--- src/rtl/dft_seq_pkg.sv ---
// Shared types and default sizing for the serial DFT frame sequencer.
package dft_seq_pkg;

  localparam int unsigned DEF_X_WIDTH      = 16;
  localparam int unsigned DEF_S_WIDTH      = 32;
  localparam int unsigned DEF_FRAME_LENGTH = 8;
  localparam int unsigned DEF_CHANELS      = 2;

  typedef enum logic [1:0] {
    S_FILL,
    S_RUN,
    S_WAIT,
    S_OUT
  } state_t;

  typedef logic [DEF_CHANELS-1:0][DEF_X_WIDTH-1:0] sample_t;
  typedef logic [DEF_CHANELS-1:0][DEF_S_WIDTH-1:0] result_t;

endpackage

--- src/rtl/serial_dft_sequencer_twiddle_addr_gen.sv ---
// Modular twiddle index accumulator: addr <= (addr + k) mod FRAME_LENGTH per step.
module twiddle_addr_gen
  import dft_seq_pkg::*;
#(
  parameter int unsigned FRAME_LENGTH = DEF_FRAME_LENGTH,
  localparam int unsigned IDX_W = $clog2(FRAME_LENGTH)
) (
  input  logic             clk,
  input  logic             rstn,
  input  logic             clear,
  input  logic             step,
  input  logic [IDX_W-1:0] k,
  output logic [IDX_W-1:0] addr
);

  localparam logic [IDX_W:0] N_EXT = (IDX_W+1)'(FRAME_LENGTH);

  logic [IDX_W-1:0] r_addr;
  logic [IDX_W:0]   w_sum;
  logic [IDX_W:0]   w_wrap;

  // One spare bit keeps addr+k from overflowing before the wrap compare.
  assign w_sum  = {1'b0, r_addr} + {1'b0, k};
  assign w_wrap = (w_sum >= N_EXT) ? (w_sum - N_EXT) : w_sum;
  assign addr   = r_addr;

  always_ff @(posedge clk) begin
    if (!rstn) begin
      r_addr <= '0;
    end else if (clear) begin
      r_addr <= '0;
    end else if (step) begin
      r_addr <= w_wrap[IDX_W-1:0];
    end
  end

endmodule

--- src/rtl/serial_dft_sequencer.sv ---
// Frame controller for a single-bin DFT accumulator: buffers a frame, replays it
// once per bin with matching twiddle addresses, and forwards each bin result.
module serial_dft_sequencer
  import dft_seq_pkg::*;
#(
  parameter int unsigned X_WIDTH      = DEF_X_WIDTH,
  parameter int unsigned S_WIDTH      = DEF_S_WIDTH,
  parameter int unsigned FRAME_LENGTH = DEF_FRAME_LENGTH,
  parameter int unsigned N_BINS       = FRAME_LENGTH,
  parameter int unsigned CHANELS      = DEF_CHANELS,
  localparam int unsigned IDX_W = $clog2(FRAME_LENGTH)
) (
  input  logic                       clk,
  input  logic                       rstn,
  input  logic                       s_valid,
  output logic                       s_ready,
  input  logic [CHANELS*X_WIDTH-1:0] s_data,
  output logic                       dp_valid,
  output logic [CHANELS*X_WIDTH-1:0] dp_x,
  output logic [IDX_W-1:0]           tw_addr,
  input  logic [IDX_W-1:0]           dp_counter,
  input  logic                       dp_valid_o,
  input  logic [CHANELS*S_WIDTH-1:0] dp_re,
  input  logic [CHANELS*S_WIDTH-1:0] dp_im,
  output logic                       m_valid,
  input  logic                       m_ready,
  output logic [IDX_W-1:0]           m_bin,
  output logic [CHANELS*S_WIDTH-1:0] m_re,
  output logic [CHANELS*S_WIDTH-1:0] m_im,
  output logic                       m_last,
  output logic                       sync_err
);

  localparam int unsigned XW = CHANELS * X_WIDTH;
  localparam logic [IDX_W-1:0] LAST_N = IDX_W'(FRAME_LENGTH - 1);
  localparam logic [IDX_W-1:0] LAST_K = IDX_W'(N_BINS - 1);

  state_t           r_state;
  logic [XW-1:0]    r_buf [FRAME_LENGTH];
  logic [IDX_W-1:0] r_wr_idx;
  logic [IDX_W-1:0] r_n;
  logic [IDX_W-1:0] r_k;

  logic             w_accept;
  logic             w_step;
  logic             w_clear;
  logic [IDX_W-1:0] w_n_next;
  logic [IDX_W-1:0] w_addr;

  assign w_accept = (r_state == S_FILL) && s_valid && s_ready;
  assign w_step   = (r_state == S_RUN) && (r_n != LAST_N);
  assign w_clear  = (r_state == S_RUN) && (r_n == LAST_N);
  assign w_n_next = r_n + IDX_W'(1);
  assign tw_addr  = w_addr;

  twiddle_addr_gen #(
    .FRAME_LENGTH(FRAME_LENGTH)
  ) u_addr_gen (
    .clk  (clk),
    .rstn (rstn),
    .clear(w_clear),
    .step (w_step),
    .k    (r_k),
    .addr (w_addr)
  );

  // Frame storage needs no reset: wr_idx restarts and contents are overwritten.
  always_ff @(posedge clk) begin
    if (w_accept) begin
      r_buf[r_wr_idx] <= s_data;
    end
  end

  // Beat registers present beat r_n; entering RUN preloads beat 0.
  always_ff @(posedge clk) begin
    if (!rstn) begin
      r_state  <= S_FILL;
      r_wr_idx <= '0;
      r_n      <= '0;
      r_k      <= '0;
      s_ready  <= 1'b0;
      dp_valid <= 1'b0;
      dp_x     <= '0;
      m_valid  <= 1'b0;
      m_bin    <= '0;
      m_re     <= '0;
      m_im     <= '0;
      m_last   <= 1'b0;
    end else begin
      case (r_state)
        S_FILL: begin
          s_ready <= 1'b1;
          if (w_accept) begin
            if (r_wr_idx == LAST_N) begin
              r_wr_idx <= '0;
              r_k      <= '0;
              r_n      <= '0;
              s_ready  <= 1'b0;
              dp_valid <= 1'b1;
              dp_x     <= r_buf[0];
              r_state  <= S_RUN;
            end else begin
              r_wr_idx <= r_wr_idx + IDX_W'(1);
            end
          end
        end
        S_RUN: begin
          if (r_n == LAST_N) begin
            dp_valid <= 1'b0;
            r_state  <= S_WAIT;
          end else begin
            r_n  <= w_n_next;
            dp_x <= r_buf[w_n_next];
          end
        end
        S_WAIT: begin
          if (dp_valid_o) begin
            m_re    <= dp_re;
            m_im    <= dp_im;
            m_bin   <= r_k;
            m_last  <= (r_k == LAST_K);
            m_valid <= 1'b1;
            r_state <= S_OUT;
          end
        end
        S_OUT: begin
          if (m_ready) begin
            m_valid <= 1'b0;
            if (r_k == LAST_K) begin
              s_ready <= 1'b1;
              r_state <= S_FILL;
            end else begin
              r_k      <= r_k + IDX_W'(1);
              r_n      <= '0;
              dp_valid <= 1'b1;
              dp_x     <= r_buf[0];
              r_state  <= S_RUN;
            end
          end
        end
        default: r_state <= S_FILL;
      endcase
    end
  end

  // Sticky flag: datapath sample counter disagrees with the replay index.
  always_ff @(posedge clk) begin
    if (!rstn) begin
      sync_err <= 1'b0;
    end else if ((r_state == S_RUN) && (dp_counter != r_n)) begin
      sync_err <= 1'b1;
    end
  end

endmodule

--- config.mk ---
export PLATFORM = sky130hd
export DESIGN_NAME = serial_dft_sequencer
export DESIGN_NICKNAME = d
export VERILOG_FILES = /design/src/rtl/dft_seq_pkg.sv /design/src/rtl/serial_dft_sequencer_twiddle_addr_gen.sv /design/src/rtl/serial_dft_sequencer.sv
export SDC_FILE = /design/constraint.sdc
export NUM_CORES = 1
export LEC_CHECK = 0
export BUFFER_PORTS_ARGS = -buffer_cell sky130_fd_sc_hd__buf_2
export CORE_MARGIN = 8
export CORE_UTILIZATION = 35
export DETAILED_ROUTE_END_ITERATION = 8
export GPL_ROUTABILITY_DRIVEN = 0
export PLACE_DENSITY = 0.67
export SYNTH_ARGS = -nofsm -noshare
export SYNTH_HDL_FRONTEND = slang
export SYNTH_SLANG_ARGS = --single-unit
--- constraint.sdc ---
create_clock -name clk -period 14.4 [get_ports clk]
set_input_delay 1.44 -clock clk [delete_from_list [all_inputs] [get_ports clk]]
set_output_delay 1.44 -clock clk [all_outputs]
set_load 0.01 [all_outputs]
# Word level (Yosys, flattened, before mapping)
# Memories as Yosys holds them, arrays and structs flattened.
# Index checks and enable logic that the tools add are counted.
# totals
reg_bits,182
ramBits,256
in_bits,168
word_cells,96
mem_count,1
# memory_table
memory,words,width,read_ports,rd_clocked_by_memory_dff,write_ports,line_no,rtl
r_buf,8,32,2,0,1,serial_dft_sequencer.sv:39,logic [XW-1:0] r_buf [FRAME_LENGTH];
# classes
n_addsub,5
order_cmp,1
n_eq_ne,16
mux,40
bitwise_logic,1
reduce_logical,18
# ops
cell,count
two-way mux 32 bit,5
case mux 32 bit (3 select lines),1
two-way mux 3 bit,9
two-way mux 1 bit,14
inequality test 2 bit (second input constant),6
AND reduction 6 bit,2
two-way mux 2 bit,5
AND reduction 5 bit,2
adder 3 x 1 -> 3 bit (second input constant),3
== test 3 bit (second input constant),3
case mux 3 bit (3 select lines),1
case mux 2 bit (4 select lines),1
case mux 3 bit (2 select lines),1
AND reduction 3 bit,2
logical AND 1 bit,5
adder 3 x 3 -> 4 bit,1
== test 2 bit (second input constant),2
greater-or-equal comparator 4 bit (second input constant),1
inequality test 2 x 1 -> 1 bit (second input constant),2
case mux 1 bit (2 select lines),2
AND reduction 2 bit,2
nonzero test 2 bit,2
inequality test 3 bit,1
inequality test 3 bit (second input constant),1
other kinds (7),7

# Longest topological paths before layout
# Gate-level depths: netlist of run 1.
# logic_depth
ltp_word,5
mapped_depth,9
depth_no_buf,6

# By module
# A second synthesis of run 1 with hierarchy kept.
# unflattened
cells_unflattened,1320
hier_area_um2,16869.9
# modules_own_cells
module,n_inst,cells_per_inst,area_each_um2,seq_area_each_um2
serial_dft_sequencer,1,1305,16711.0,11270.8
twiddle_addr_gen,1,15,158.9,60.1

# Worst setup path before layout of run 1
# No wires, ideal clock.
# synth_timing
path_kind,input -> register
from,input port s_valid
to,memory r_buf[0][0] (netlist bit) (enable)
arrival_ns,4.805
t_required_ns,13.897
path_slack_ns,9.092
stages,2
path_buffers,0
cell_sequence,nand3_1 -> nor4_1
# synth_between
elab_chain_len,4
# synth_rtl
element,line_no,rtl
from (decl),serial_dft_sequencer.sv:15,"input logic s_valid,"
logical AND 1 bit (2 in a row),serial_dft_sequencer.sv:50,assign w_accept = (r_state == S_FILL) && s_valid && s_ready;
two-way mux 1 bit,serial_dft_sequencer.sv:69,if (w_accept) begin
two-way mux 1 bit (implied by the code),serial_dft_sequencer.sv:70,r_buf[r_wr_idx] <= s_data;
to (decl),serial_dft_sequencer.sv:39,
# Every way passes these cells.

# Worst setup path in the final report of run 1
# layout_timing
from,register r_n[0]
to,register dp_x[7]
# layout_between
elab_chain_len,4
# layout_rtl
element,line_no,rtl
from (decl),serial_dft_sequencer.sv:41,logic [IDX_W-1:0] r_n;
from (signal assigned),serial_dft_sequencer.sv:112,r_n <= w_n_next;
adder 3 x 1 -> 3 bit,serial_dft_sequencer.sv:53,assign w_n_next = r_n + IDX_W'(1);
memory (8 x 32 bit),--,
two-way mux 32 bit,serial_dft_sequencer.sv:108,if (r_n == LAST_N) begin
case mux 32 bit (3 select lines),serial_dft_sequencer.sv:90,case (r_state)
to (signal assigned),serial_dft_sequencer.sv:100,dp_x <= r_buf[0];
to (signal assigned),serial_dft_sequencer.sv:113,dp_x <= r_buf[w_n_next];
to (signal assigned),serial_dft_sequencer.sv:136,dp_x <= r_buf[0];
to (decl),serial_dft_sequencer.sv:19,"output logic [CHANELS*X_WIDTH-1:0] dp_x,"
# Several ways; a longest one is shown, not always the timed one. The select of a mux whose other input is x is not followed.
# A chain may end at the register's enable or synchronous reset.

==> tab_implementation.tex, run 1 <==
\begin{tabular}{lr}
\hline
Metric & Value \\
\hline
\multicolumn{2}{l}{\textbf{STA}} \\
Number of endpoints failing setup at the final stage & 0 \\
Total negative slack & 0 ns \\
Fraction of the cycle the final worst path needs & 26.6\% \\
Max-slew violation count & 0 \\
Unrepaired setup endpoints after global routing & false \\
Slew @ Worst Pin & around 1.3 ns \\
Highest attainable clock frequency & between 200 and 300 MHz \\
Clock skew & around 0.042 ns \\
Final hold violations & 0 \\
Clock period minus worst slack & approximately 3.8 ns \\
Relative slew margins & 16.3\% \\
\multicolumn{2}{l}{\textbf{Critical path}} \\
Critical Path, Cell by Cell & ha\_2 -> ha\_4 -> buf\_4 -> mux4\_2 -> a2bb2oi\_1 -> nand3\_1 -> a31oi\_1 \\
Setup Crit Path Kind & reg2reg \\
Signal arrival time at the worst endpoint & 4.24 ns \\
Kind of cell adding the most delay to the critical path & flip-flops \\
FF-to-FF setup slack & $\sim$11 ns \\
CP startpoint kind & register \\
Startpoint of the worst setup timing path & r\_n[0] \\
Instance count on the critical path & 7 \\
Slowest cell on the critical path & dfxtp\_2 \\
Worst Path Buf+Inv & 1 \\
Type of element capturing the critical path & register \\
Required time of the critical path & $\sim$15 ns \\
R2r worst-path depth & 7 \\
Peak per-stage delay on the critical path & 1.05 ns \\
End of the worst register-to-register path & dp\_x[7] \\
Start of the worst register-to-register path & r\_n[0] \\
Capture point of the critical path & dp\_x[7] \\
Peak fanout along the critical path & 65 \\
\multicolumn{2}{l}{\textbf{Job}} \\
Max capacitance violation total & 0 \\
\multicolumn{2}{l}{\textbf{Clock tree}} \\
Worst-path clk slew & approximately 0.060 ns \\
Buffer depth of the longest clock path & 3 \\
Hold buffer count at CTS & 0 \\
Clk\_lat worst skew & around 0.6 ns \\
Clock sink count & between 400 and 500 \\
CTS Root Cell & clkbuf\_16 \\
Setup fix buffers added after clock tree synthesis & 0 \\
Count of cells resized by post-cts repair & 0 \\
TritonCTS clock tree & done \\
Clock buffers created by TritonCTS & 48 \\
Depth of the CTS H-tree & 2 \\
\multicolumn{2}{l}{\textbf{Power and ir drop}} \\
Cell Pwr Density & roughly 140 mW/mm² \\
Reported leakage power & around 7.5 nW \\
Overall power consumption & 2.94 mW \\
Maximum VDD drop & around 150 µV \\
\multicolumn{2}{l}{\textbf{Global route}} \\
Number of global-route vias before repair & approximately 11000 \\
Maximum number of pins on one net before global-route repair & 118 \\
Global router's overall resource usage & roughly 16\% \\
Initial antenna violation count & 7 \\
Remaining global-route overflow & 0 \\
First-pass GRT wire length & $\sim$70000 µm \\
\multicolumn{2}{l}{\textbf{Synthesis}} \\
Commonest cells post-synth & nand2\_1, edfxtp\_1, dfxtp\_1, a21boi\_0, mux2i\_1 \\
Cell accounting for the most synthesized area & edfxtp\_1 \\
Top cells by area, synth & edfxtp\_1, dfxtp\_1, nand2\_1 \\
Number of register bits inferred by synthesis & about 440 \\
Unique cell type count in the Yosys netlist & 42 \\
Post-Synthesis Mean Instance Area & between 10 and 15 µm² \\
Mapped Nets & around 1500 \\
Most common cell in the synthesized netlist & nand2\_1 \\
Number of cells produced by synthesis & 1323 \\
Number of enable-type register cells in the synthesized netlist & 256 \\
Area of the mapped netlist & 0.0169 mm² \\
Main flop type after synthesis & edfxtp\_1 \\
Sequential share of the synthesized area & between 60\% and 70\% \\
Yosys warning total & 0 \\
Async set or reset register ratio after synthesis & 0\% \\
Fraction of post-synthesis cell area in the top cell type by area & a little under half \\
\multicolumn{2}{l}{\textbf{Routing}} \\
Vias per std cell & between 5 and 6 \\
Total Routed Length & between 40000 and 50000 µm \\
Number of DRC violations after detailed-routing iteration 0 & 733 \\
Iteration count of the initial detailed-routing pass & 5 \\
Detailed-route via count & about 12000 \\
Number of nets with antenna violations after routing & 0 \\
Remaining design rule violation count & 0 \\
Post-DR wirelength/cell & between 20 and 25 µm \\
\multicolumn{2}{l}{\textbf{Finish}} \\
Area of the multi-input gates & between 0.005 and 0.006 mm² \\
Synth-to-Final Area Change & 23.1\% \\
Post-layout net count & about 1800 \\
Share of cells above drive strength 1 & between 20\% and 30\% \\
Fillers & between 4000 and 5000 \\
Area taken by flip-flops and latches & around 0.011 mm² \\
\multicolumn{2}{l}{\textbf{Place}} \\
Number of buffer cells added on primary ports & about 340 \\
Half-perimeter wire length after detailed placement & 29300 µm \\
\multicolumn{2}{l}{\textbf{Worst hold path}} \\
Min-delay worst type & reg2reg \\
\multicolumn{2}{l}{\textbf{Status}} \\
Result of the run & completed \\
\multicolumn{2}{l}{\textbf{Die}} \\
Core Box Area & $\sim$0.048 mm² \\
Die area & around 0.056 mm² \\
Total number of placement rows & 80 \\
I/O pin count & approximately 340 \\
Die outline width & $\sim$240 µm \\
Effective utilization at floorplan & $\sim$35\% \\
Die height & about 240 µm \\
\hline
\end{tabular}
==> per-layer routing <==
metal  global-route usage, %  vias up  part of all wire (%)
li1                        -     5392                     -
met1                    19.4     5646                    40
met2                    27.2      440                    49
met3                    4.38       79                   7.6
met4                    6.24        2                   3.0
met5                       0        -                 0.024
==> placed cells by master, fill, tap and decap left out, types with 4 or more instances in the layout <==
| master | netlist | final |
|---|---|---|
| buf_2 | 22 | 337 |
| nand2_1 | 303 | 302 |
| edfxtp_1 | 256 | 256 |
| dfxtp_1 | 182 | 181 |
| a21boi_0 | 85 | 85 |
| mux2i_1 | 69 | 69 |
| a21oi_1 | 51 | 51 |
| clkbuf_16 | 0 | 48 |
| nand2b_1 | 44 | 44 |
| nand3_1 | 38 | 38 |
| a31oi_1 | 33 | 33 |
| o21ai_0 | 32 | 32 |
| mux4_2 | 31 | 31 |
| a2bb2oi_1 | 31 | 31 |
| buf_4 | 4 | 15 |
| nor2b_1 | 10 | 9 |
| ha_1 | 11 | 8 |
| clkinv_2 | 0 | 8 |
| bufinv_16 | 0 | 7 |
| diode_2 | 0 | 6 |
| inv_1 | 7 | 6 |
| o21ai_1 | 6 | 6 |
| clkinvlp_4 | 0 | 6 |
| clkbuf_1 | 54 | 6 |
| and2_1 | 5 | 5 |
| a21boi_1 | 5 | 5 |
| clkbuf_8 | 0 | 5 |
| nor3_2 | 0 | 4 |
| clkinv_1 | 0 | 4 |
==> cells by family (layout without fill, tap and decap cells) <==
| logic type | count (synthesis) | count (layout) | share of synthesized area [%] |
|---|---|---|---|
| DFF | 438 | 438 | 67.1 |
| and+or+nand+nor | 416 | 416 | 10.6 |
| AOI/OAI and AO/OA | 254 | 254 | 10.1 |
| muxes | 100 | 100 | 8.22 |
| buffers and inverters | 99 | 448 | 2.85 |
| adders and majority gates | 12 | 12 | 0.933 |
| xor gates and xnor gates | 4 | 4 | 0.207 |
| other | 0 | 6 | 0 |
==> worst min-delay path by stage <==
stage,start,to,cells after the start
3_3_place_gp,m_im[46],m_im[46],2
3_5_place_dp,m_im[5],m_im[5],2
4_1_cts,m_im[26],m_im[26],2
5_1_grt,m_im[4],m_im[4],2
2_1_floorplan,r_n[1],r_n[1],2
6_report,m_im[5],m_im[5],2
==> cell type report <==
cell class	instances	area share, %
inverters	7	0.126
clock inverters	30	1.92
multi-input cells	786	24.8
diodes	6	0.0722
clock buffers	59	6.22
repair buffers	352	8.65
well taps	615	3.70
flip-flops and latches	438	54.5
==> worst register-to-register path: stages (launching register included) <==
cell,delay (ns)
dfxtp_2,1.05
ha_2,0.37
ha_4,0.46
buf_4,0.96
mux4_2,0.47
a2bb2oi_1,0.14
nand3_1,0.13
a31oi_1,0.09
==> registers in the layout, indices dropped and copies added, names as in the netlist <==
name and count:
dp_x 32, u_addr_gen.addr 3, r_wr_idx 3, r_state 2, dp_valid 1, m_last 1, r_n 3, m_valid 1
r_buf 256, m_bin 3, m_re 64, sync_err 1, r_k 3, s_ready 1, m_im 64
==> stage by stage <==
| step | util [%] | instance area [µm²] | instances | setup WS (ns) | hold slack [ns] |
|---|---|---|---|---|---|
| after floorplan | - | 16900 | 1323 | 9.09 | 0.474 |
| final | 43.6 | 20800 | 2293 | 10.57 | 0.450 |
| after global routing | 43.6 | 20800 | 2290 | 10.36 | 0.470 |
| after CTS | 43.6 | 20800 | 2287 | 10.53 | 0.454 |
| after global placement | 40.1 | 19100 | 2198 | 10.57 | 0.439 |
| after detailed placement | 40.1 | 19100 | 2198 | 10.53 | 0.446 |
==> report_power, final <==
group	switching [mW]	internal, mW
registers	0.0277	1.37
logic	0.153	0.0954
clock network	0.521	0.772
Power figures use the tool's default switching activity.
==> run 2, diff against run 1 <==
--- a/config.mk
+++ b/config.mk
@@ -5,12 +5,13 @@
 export SDC_FILE = /design/constraint.sdc
 export NUM_CORES = 1
 export LEC_CHECK = 0
+export ABC_AREA = 1
 export BUFFER_PORTS_ARGS = -buffer_cell sky130_fd_sc_hd__buf_2
 export CORE_MARGIN = 8
 export CORE_UTILIZATION = 35
 export DETAILED_ROUTE_END_ITERATION = 8
 export GPL_ROUTABILITY_DRIVEN = 0
-export PLACE_DENSITY = 0.67
+export PLACE_DENSITY = 0.69
 export SYNTH_ARGS = -nofsm -noshare
 export SYNTH_HDL_FRONTEND = slang
 export SYNTH_SLANG_ARGS = --single-unit
==> constraint.sdc (replaced) <==
create_clock -name clk -period 3.3 [get_ports clk]
set_input_delay 0.33 -clock clk [delete_from_list [all_inputs] [get_ports clk]]
set_output_delay 0.33 -clock clk [all_outputs]
set_load 0.01 [all_outputs]
==> run 2 against run 1 <==
First-iteration DRC count increased by 44%. Non-clock buffer count increased by 99. Design area increased by 10%. Sequential share of layout area decreased by 4.9 points. Combinational power increased by 88%. Critical path type unchanged. Largest power group unchanged.
==> tab_implementation.tex, run 2 <==
\begin{tabular}{lr}
\hline
Metric & Value \\
\hline
\multicolumn{2}{l}{\textbf{STA}} \\
Slew @ Worst Pin & between 1 and 1.5 ns \\
Highest attainable clock frequency & 424 MHz \\
Final Worst Setup Slack & about 0.94 ns \\
Relative slew margins & roughly a third \\
Fraction of the cycle the final worst path needs & between 70 and 80\% \\
Clock skew & between 0.02 and 0.025 ns \\
Number of endpoints failing setup at the final stage & 0 \\
Total negative slack & 0 ns \\
Clock period minus worst slack & roughly 2.4 ns \\
Unrepaired setup endpoints after global routing & false \\
Max-slew violation count & 0 \\
Final hold violations & 0 \\
\multicolumn{2}{l}{\textbf{Clock tree}} \\
TritonCTS clock tree & done \\
Buffer depth of the longest clock path & 3 \\
Clock buffers created by TritonCTS & 47 \\
Clock sink count & between 400 and 500 \\
Clk\_lat worst skew & a little under 0.6 ns \\
Setup fix buffers added after clock tree synthesis & 0 \\
Depth of the CTS H-tree & 2 \\
Hold buffer count at CTS & between 80 and 90 \\
Count of cells resized by post-cts repair & 0 \\
Worst-path clk slew & 0.06 ns \\
CTS Root Cell & clkbuf\_16 \\
\multicolumn{2}{l}{\textbf{Routing}} \\
Number of DRC violations after detailed-routing iteration 0 & about 1100 \\
Iteration count of the initial detailed-routing pass & 5 \\
Vias per std cell & approximately 4.8 \\
Post-DR wirelength/cell & 17.9 µm \\
Number of nets with antenna violations after routing & 0 \\
Remaining design rule violation count & 0 \\
Total Routed Length & 56400 µm \\
Detailed-route via count & roughly 15000 \\
\multicolumn{2}{l}{\textbf{Synthesis}} \\
Unique cell type count in the Yosys netlist & 24 \\
Mapped Nets & 2222 \\
Cell accounting for the most synthesized area & edfxtp\_1 \\
Commonest cells post-synth & nand2\_1, nor2\_1, inv\_1, edfxtp\_1, dfxtp\_1 \\
Main flop type after synthesis & edfxtp\_1 \\
Top cells by area, synth & edfxtp\_1, dfxtp\_1, nand2\_1 \\
Most common cell in the synthesized netlist & nand2\_1 \\
Number of enable-type register cells in the synthesized netlist & 256 \\
Area of the mapped netlist & about 0.018 mm² \\
Sequential share of the synthesized area & 63.0\% \\
Post-Synthesis Mean Instance Area & slightly below 9 µm² \\
Yosys warning total & 0 \\
Number of cells produced by synthesis & around 2000 \\
Number of register bits inferred by synthesis & between 400 and 500 \\
Async set or reset register ratio after synthesis & 0\% \\
Fraction of post-synthesis cell area in the top cell type by area & between 40 and 50\% \\
\multicolumn{2}{l}{\textbf{Finish}} \\
Highest-count cells in the layout ignoring fill and taps & nand2\_1, nor2\_1, buf\_2 \\
Synth-to-Final Area Change & 27.2\% \\
Most common cell after layout, fill and taps aside & nand2\_1 \\
Biggest register & r\_buf \\
Number of flip-flops under the largest register name & roughly 260 \\
Largest registers ranked by flip-flop count & r\_buf: 256 flops, m\_im: 64 flops, m\_re: 64 flops \\
Area taken by flip-flops and latches & about 0.011 mm² \\
Post-layout net count & 2616 \\
Share of cells above drive strength 1 & a little under a fifth \\
Fillers & roughly 4700 \\
Area of the multi-input gates & approximately 0.0052 mm² \\
Final cell area excluding filler cells & 0.0229 mm² \\
\multicolumn{2}{l}{\textbf{Critical path}} \\
Instance count on the critical path & 7 \\
Signal arrival time at the worst endpoint & 2.63 ns \\
Kind of cell adding the most delay to the critical path & simple AND/OR/NAND/NOR gates \\
Startpoint of the worst setup timing path & r\_state[0] \\
Required time of the critical path & around 3.6 ns \\
Worst Path Buf+Inv & 3 \\
Peak fanout along the critical path & 11 \\
FF-to-FF setup slack & around 0.94 ns \\
Critical Path, Cell by Cell & inv\_1 -> ha\_1 -> nand3\_2 -> nor2\_1 -> inv\_1 -> nor2\_4 -> buf\_4 \\
CP startpoint kind & register \\
Cell repeated most along the worst path & inv\_1 \\
Peak per-stage delay on the critical path & 0.44 ns \\
Start of the worst register-to-register path & r\_state[0] \\
Setup Crit Path Kind & reg2reg \\
End of the worst register-to-register path & r\_buf[3][12] \\
Type of element capturing the critical path & register \\
Slowest cell on the critical path & nor2\_4 \\
Capture point of the critical path & r\_buf[3][12] \\
R2r worst-path depth & 7 \\
\multicolumn{2}{l}{\textbf{Worst hold path}} \\
Min-delay src & s\_data[0] \\
Cell depth of the worst min-delay path & 1 \\
Min-delay worst type & in2reg \\
\multicolumn{2}{l}{\textbf{Place}} \\
Placed Area & roughly 0.020 mm² \\
Worst setup timing slack at the placement stage & about 0.93 ns \\
Half-perimeter wire length after detailed placement & around 36000 µm \\
Number of buffer cells added on primary ports & between 300 and 400 \\
\multicolumn{2}{l}{\textbf{Die}} \\
Total number of placement rows & 83 \\
Die outline width & $\sim$240 µm \\
Core Box Area & $\sim$0.051 mm² \\
I/O pin count & 339 \\
Die area & between 0.05 and 0.06 mm² \\
Die height & 243 µm \\
Effective utilization at floorplan & around a third \\
\multicolumn{2}{l}{\textbf{Job}} \\
Max capacitance violation total & 0 \\
\multicolumn{2}{l}{\textbf{Global route}} \\
Remaining global-route overflow & 0 \\
Number of global-route vias before repair & approximately 15000 \\
Initial antenna violation count & 7 \\
Maximum number of pins on one net before global-route repair & between 80 and 90 \\
Global router's overall resource usage & roughly 19\% \\
First-pass GRT wire length & slightly below 90000 µm \\
\multicolumn{2}{l}{\textbf{Power and ir drop}} \\
Maximum VDD drop & around 420 µV \\
Reported leakage power & approximately 10 nW \\
Cell Pwr Density & between 500 and 600 mW/mm² \\
\multicolumn{2}{l}{\textbf{Status}} \\
Result of the run & completed \\
\hline
\end{tabular}
==> run 2: cell types whose count changed after synthesis, moves of 44 or more <==
cell / before / now
inv_1: 7 / 277
mux2i_1: 69 / 0
nand2b_1: 44 / 0
nand2_1: 303 / 514
nand3_1: 38 / 133
o21ai_0: 32 / 170
nor2_1: 4 / 358
a21boi_0: 85 / 0
==> run 2: worst register-to-register path: cells and delay by family (launching register included) <==
family	cells	cell delay, ns
adder cells (fa/ha/maj)	1	0.27
buffers and inverters	3	0.64
flip-flops	1	0.34
AND/OR/NAND/NOR	3	0.81
==> run 2: cell type report <==
class | instances | area share [%]
sequential | 438 | 49.5
multi-input combinational | 1218 | 22.8
timing repair buffer | 451 | 12.4
clock buffer | 64 | 5.83
inverter | 280 | 4.61
tap | 680 | 3.72
clock inverter | 24 | 1.05
antenna | 4 | 0.0438
==> run 2: worst min path at each step <==
stage	slack [ns]	to
finish	0.02	r_buf[3][0]
global route	0.02	r_buf[3][0]
CTS	0.0004	r_buf[1][25]
detailed placement	0.47	m_im[63]
global placement	0.46	m_im[34]
floorplan	0.43	r_buf[0][0]
==> run 2: per-layer routing <==
metal / part of all wire [%] / global-route usage [%] / vias up
li1: - / - / 7211
met1: 37 / 21.0 / 7056
met2: 49 / 32.4 / 664
met3: 8.9 / 4.62 / 125
met4: 4.4 / 9.33 / 8
met5: 0.10 / 0 / -
==> run 2: where the power goes <==
part / internal (mW) / switching, mW
logic: 0.202 / 0.264
registers: 5.83 / 0.0201
clock network: 3.15 / 2.17
==> run 2: cell families (layout without fill, tap and decap cells) <==
| group | count (synthesis) | count (layout) | share of synthesized area, % |
|---|---|---|---|
| simple gates | 1014 | 1014 | 22.2 |
| compound gates | 189 | 189 | 5.30 |
| flops | 438 | 438 | 63.0 |
| buf+inv | 386 | 819 | 8.41 |
| fa+ha+maj | 12 | 12 | 0.877 |
| other cells | 0 | 4 | 0 |
| xor+xnor | 3 | 3 | 0.146 |
==> run 2: through the flow <==
stage | util (%) | cells | total power, mW | hold slack (ns)
6_report | 44.8 | 3159 | 11.6 | 0.0159
5_1_grt | 44.8 | 3158 | 12.0 | 0.0234
4_1_cts | 44.8 | 3155 | 11.8 | 0.000375
3_5_place_dp | 39.9 | 2978 | 6.34 | 0.468
3_3_place_gp | 39.9 | 2978 | 6.33 | 0.459
2_1_floorplan | - | 2042 | 6.12 | 0.429
==> run 3, diff against run 2 <==
==> constraint.sdc (replaced) <==
create_clock -name clk -period 1.9 [get_ports clk]
set_input_delay 0.19 -clock clk [delete_from_list [all_inputs] [get_ports clk]]
set_output_delay 0.19 -clock clk [all_outputs]
set_load 0.01 [all_outputs]
==> run 3 against run 2 <==
Clock power increased by 73%. Highest routed layer unchanged. Design area increased by 6.8%. Via count grew 4.0%. Register-to-register slack got worse by 0.89 ns. First-iteration DRC count is 10% lower. Clock skew grew 0.0073 ns. Final cell count is 3.3% higher. Largest cell class unchanged. Worst hold slack gained 0.048 ns. Largest power group unchanged. Sequential share of layout area is 3.1 points lower. Setup slack got worse by 0.89 ns.
==> tab_implementation.tex, run 3 (same netlist as run 2, synthesis figures left out) <==
\begin{tabular}{lr}
\hline
Metric & Value \\
\hline
\multicolumn{2}{l}{\textbf{Finish}} \\
Final cell area excluding filler cells & about 0.024 mm² \\
Number of flip-flops under the largest register name & roughly 260 \\
Share of cells above drive strength 1 & between 15 and 20\% \\
Largest registers ranked by flip-flop count & r\_buf: 256 flops, m\_im: 64 flops, m\_re: 64 flops \\
Highest-count cells in the layout ignoring fill and taps & nand2\_1, nor2\_1, buf\_2 \\
Area taken by flip-flops and latches & about 0.011 mm² \\
Most common cell after layout, fill and taps aside & nand2\_1 \\
Fillers & approximately 4500 \\
Area of the multi-input gates & around 0.0053 mm² \\
Synth-to-Final Area Change & 35.8\% \\
Biggest register & r\_buf \\
Post-layout net count & around 2700 \\
\multicolumn{2}{l}{\textbf{Critical path}} \\
Signal arrival time at the worst endpoint & around 2.3 ns \\
Setup Crit Path Kind & reg2reg \\
Required time of the critical path & around 2.4 ns \\
Peak fanout along the critical path & 14 \\
CP startpoint kind & register \\
Type of element capturing the critical path & register \\
\multicolumn{2}{l}{\textbf{Routing}} \\
Detailed-route via count & 15700 \\
Number of nets with antenna violations after routing & 0 \\
Total Routed Length & 59400 µm \\
Remaining design rule violation count & 0 \\
Vias per std cell & 4.80 \\
Iteration count of the initial detailed-routing pass & 8 \\
Number of DRC violations after detailed-routing iteration 0 & 947 \\
Post-DR wirelength/cell & 18.2 µm \\
\multicolumn{2}{l}{\textbf{Clock tree}} \\
Clock buffers created by TritonCTS & 47 \\
Depth of the CTS H-tree & 2 \\
CTS Root Cell & clkbuf\_16 \\
TritonCTS clock tree & done \\
Buffer depth of the longest clock path & 3 \\
Clk\_lat worst skew & between 0.5 and 0.6 ns \\
Clock sink count & 438 \\
Worst-path clk slew & roughly 0.06 ns \\
\multicolumn{2}{l}{\textbf{Die}} \\
Effective utilization at floorplan & between 30\% and 40\% \\
Die height & 243 µm \\
I/O pin count & 339 \\
Total number of placement rows & 83 \\
Die outline width & around 240 µm \\
Core Box Area & 0.0511 mm² \\
Die area & between 0.05 and 0.06 mm² \\
\multicolumn{2}{l}{\textbf{STA}} \\
Fraction of the cycle the final worst path needs & 97.3\% \\
Highest attainable clock frequency & 541 MHz \\
Clock period minus worst slack & around 1.8 ns \\
Clock skew & approximately 0.03 ns \\
Final hold violations & 0 \\
Slew @ Worst Pin & 0.453 ns \\
Total negative slack & 0 ns \\
Max-slew violation count & 0 \\
Relative slew margins & $\sim$70\% \\
Unrepaired setup endpoints after global routing & true \\
Smallest hold slack & 0.0634 ns \\
Number of endpoints failing setup at the final stage & 0 \\
\multicolumn{2}{l}{\textbf{Power and ir drop}} \\
Reported leakage power & 11.0 nW \\
Cell Pwr Density & around 830 mW/mm² \\
Maximum VDD drop & between 700 and 800 µV \\
\multicolumn{2}{l}{\textbf{Global route}} \\
First-pass GRT wire length & around 88000 µm \\
Remaining global-route overflow & 0 \\
Initial antenna violation count & 4 \\
Maximum number of pins on one net before global-route repair & 84 \\
Global router's overall resource usage & about a fifth \\
Number of global-route vias before repair & about 15000 \\
\multicolumn{2}{l}{\textbf{Place}} \\
Placed Area & between 0.02 and 0.025 mm² \\
Number of buffer cells added on primary ports & roughly 340 \\
Half-perimeter wire length after detailed placement & roughly 36000 µm \\
\multicolumn{2}{l}{\textbf{Job}} \\
Max capacitance violation total & 0 \\
\multicolumn{2}{l}{\textbf{Worst hold path}} \\
Min-delay worst type & in2reg \\
\multicolumn{2}{l}{\textbf{Status}} \\
Result of the run & completed \\
\hline
\end{tabular}
==> run 3: cell types whose count changed in the layout (fill, tap and decap cells not counted), moves of 5 or more <==
cell           previous run  this run
o21ai_1                   5        12
clkbuf_1                 10         4
dlygate4sd3_1            89       162
buf_12                    6        28
clkbuf_8                  5        10
inv_2                     3         8
inv_1                   275       270
clkbuf_16                49        58
dfxtp_2                   0         5
o21ai_0                 170       163
dfxtp_1                 181       176
ha_1                     10         5
==> run 3: area by class of cell <==
class,instances,area share (%)
antenna,3,0.0307
clock buffer,64,5.75
clock inverter,23,0.784
inverter,280,4.33
multi-input combinational,1218,21.7
sequential,438,46.4
tap,680,3.48
timing repair buffer,557,17.5
==> run 3: where the power goes <==
group,internal (mW),switching (mW)
logic,0.484,0.512
clock network,5.35,3.83
registers,10.1,0.0360
total,16.0,4.38
==> run 3: critical path: stages, from the launching register on <==
cell and delay, ns:
dfxtp_4 0.36, ha_2 0.18, ha_2 0.19, a21oi_2 0.15, nand2_2 0.09, nor2_4 0.20
buf_12 0.18, clkbuf_16 0.18, nand2_1 0.06, nor2_1 0.09, nor2_1 0.05
==> run 3: metrics by stage <==
| step | instances | power (mW) | worst slack (ns) | utilization (%) |
|---|---|---|---|---|
| 4_1_cts | 3247 | 20.5 | 0.0184 | 47.1 |
| 3_5_place_dp | 2998 | 11.0 | 0.0408 | 40.8 |
| 5_1_grt | 3261 | 21.0 | -0.0151 | 47.8 |
| 6_report | 3263 | 20.3 | 0.0507 | 47.8 |
| 3_3_place_gp | 2998 | 11.0 | 0.127 | 40.8 |
| 2_1_floorplan | 2042 | 10.6 | 0.0117 | - |
==> run 3: routing by layer <==
| metal | up-vias | GRT usage (%) | wire length (µm) |
|---|---|---|---|
| met5 | - | 0 | 26 |
| li1 | 7427 | - | - |
| met1 | 7366 | 21.0 | 22300 |
| met4 | 4 | 9.38 | 3020 |
| met2 | 727 | 33.2 | 28900 |
| met3 | 141 | 4.80 | 5160 |
==> run 3: what timing repair did <==
item,4_1_cts,5_1_grt
buffers inserted,0,4
hold buffers,162,0
hold endpoints to repair,386,0
gates resized for setup,0,30
setup endpoints to repair,0,198
==> run 3: path summary, 6_finish.rpt <==
kind	startpoint	endpoint	slack, ns	cells past startpoint
worst max register to register	r_n[0]	dp_x[30]	0.05	10
worst min-delay path	dp_re[48]	m_re[48]	0.06	4
worst max-delay path	r_n[0]	dp_x[30]	0.05	10
worst min register to register	m_re[8]	m_re[8]	0.48	2
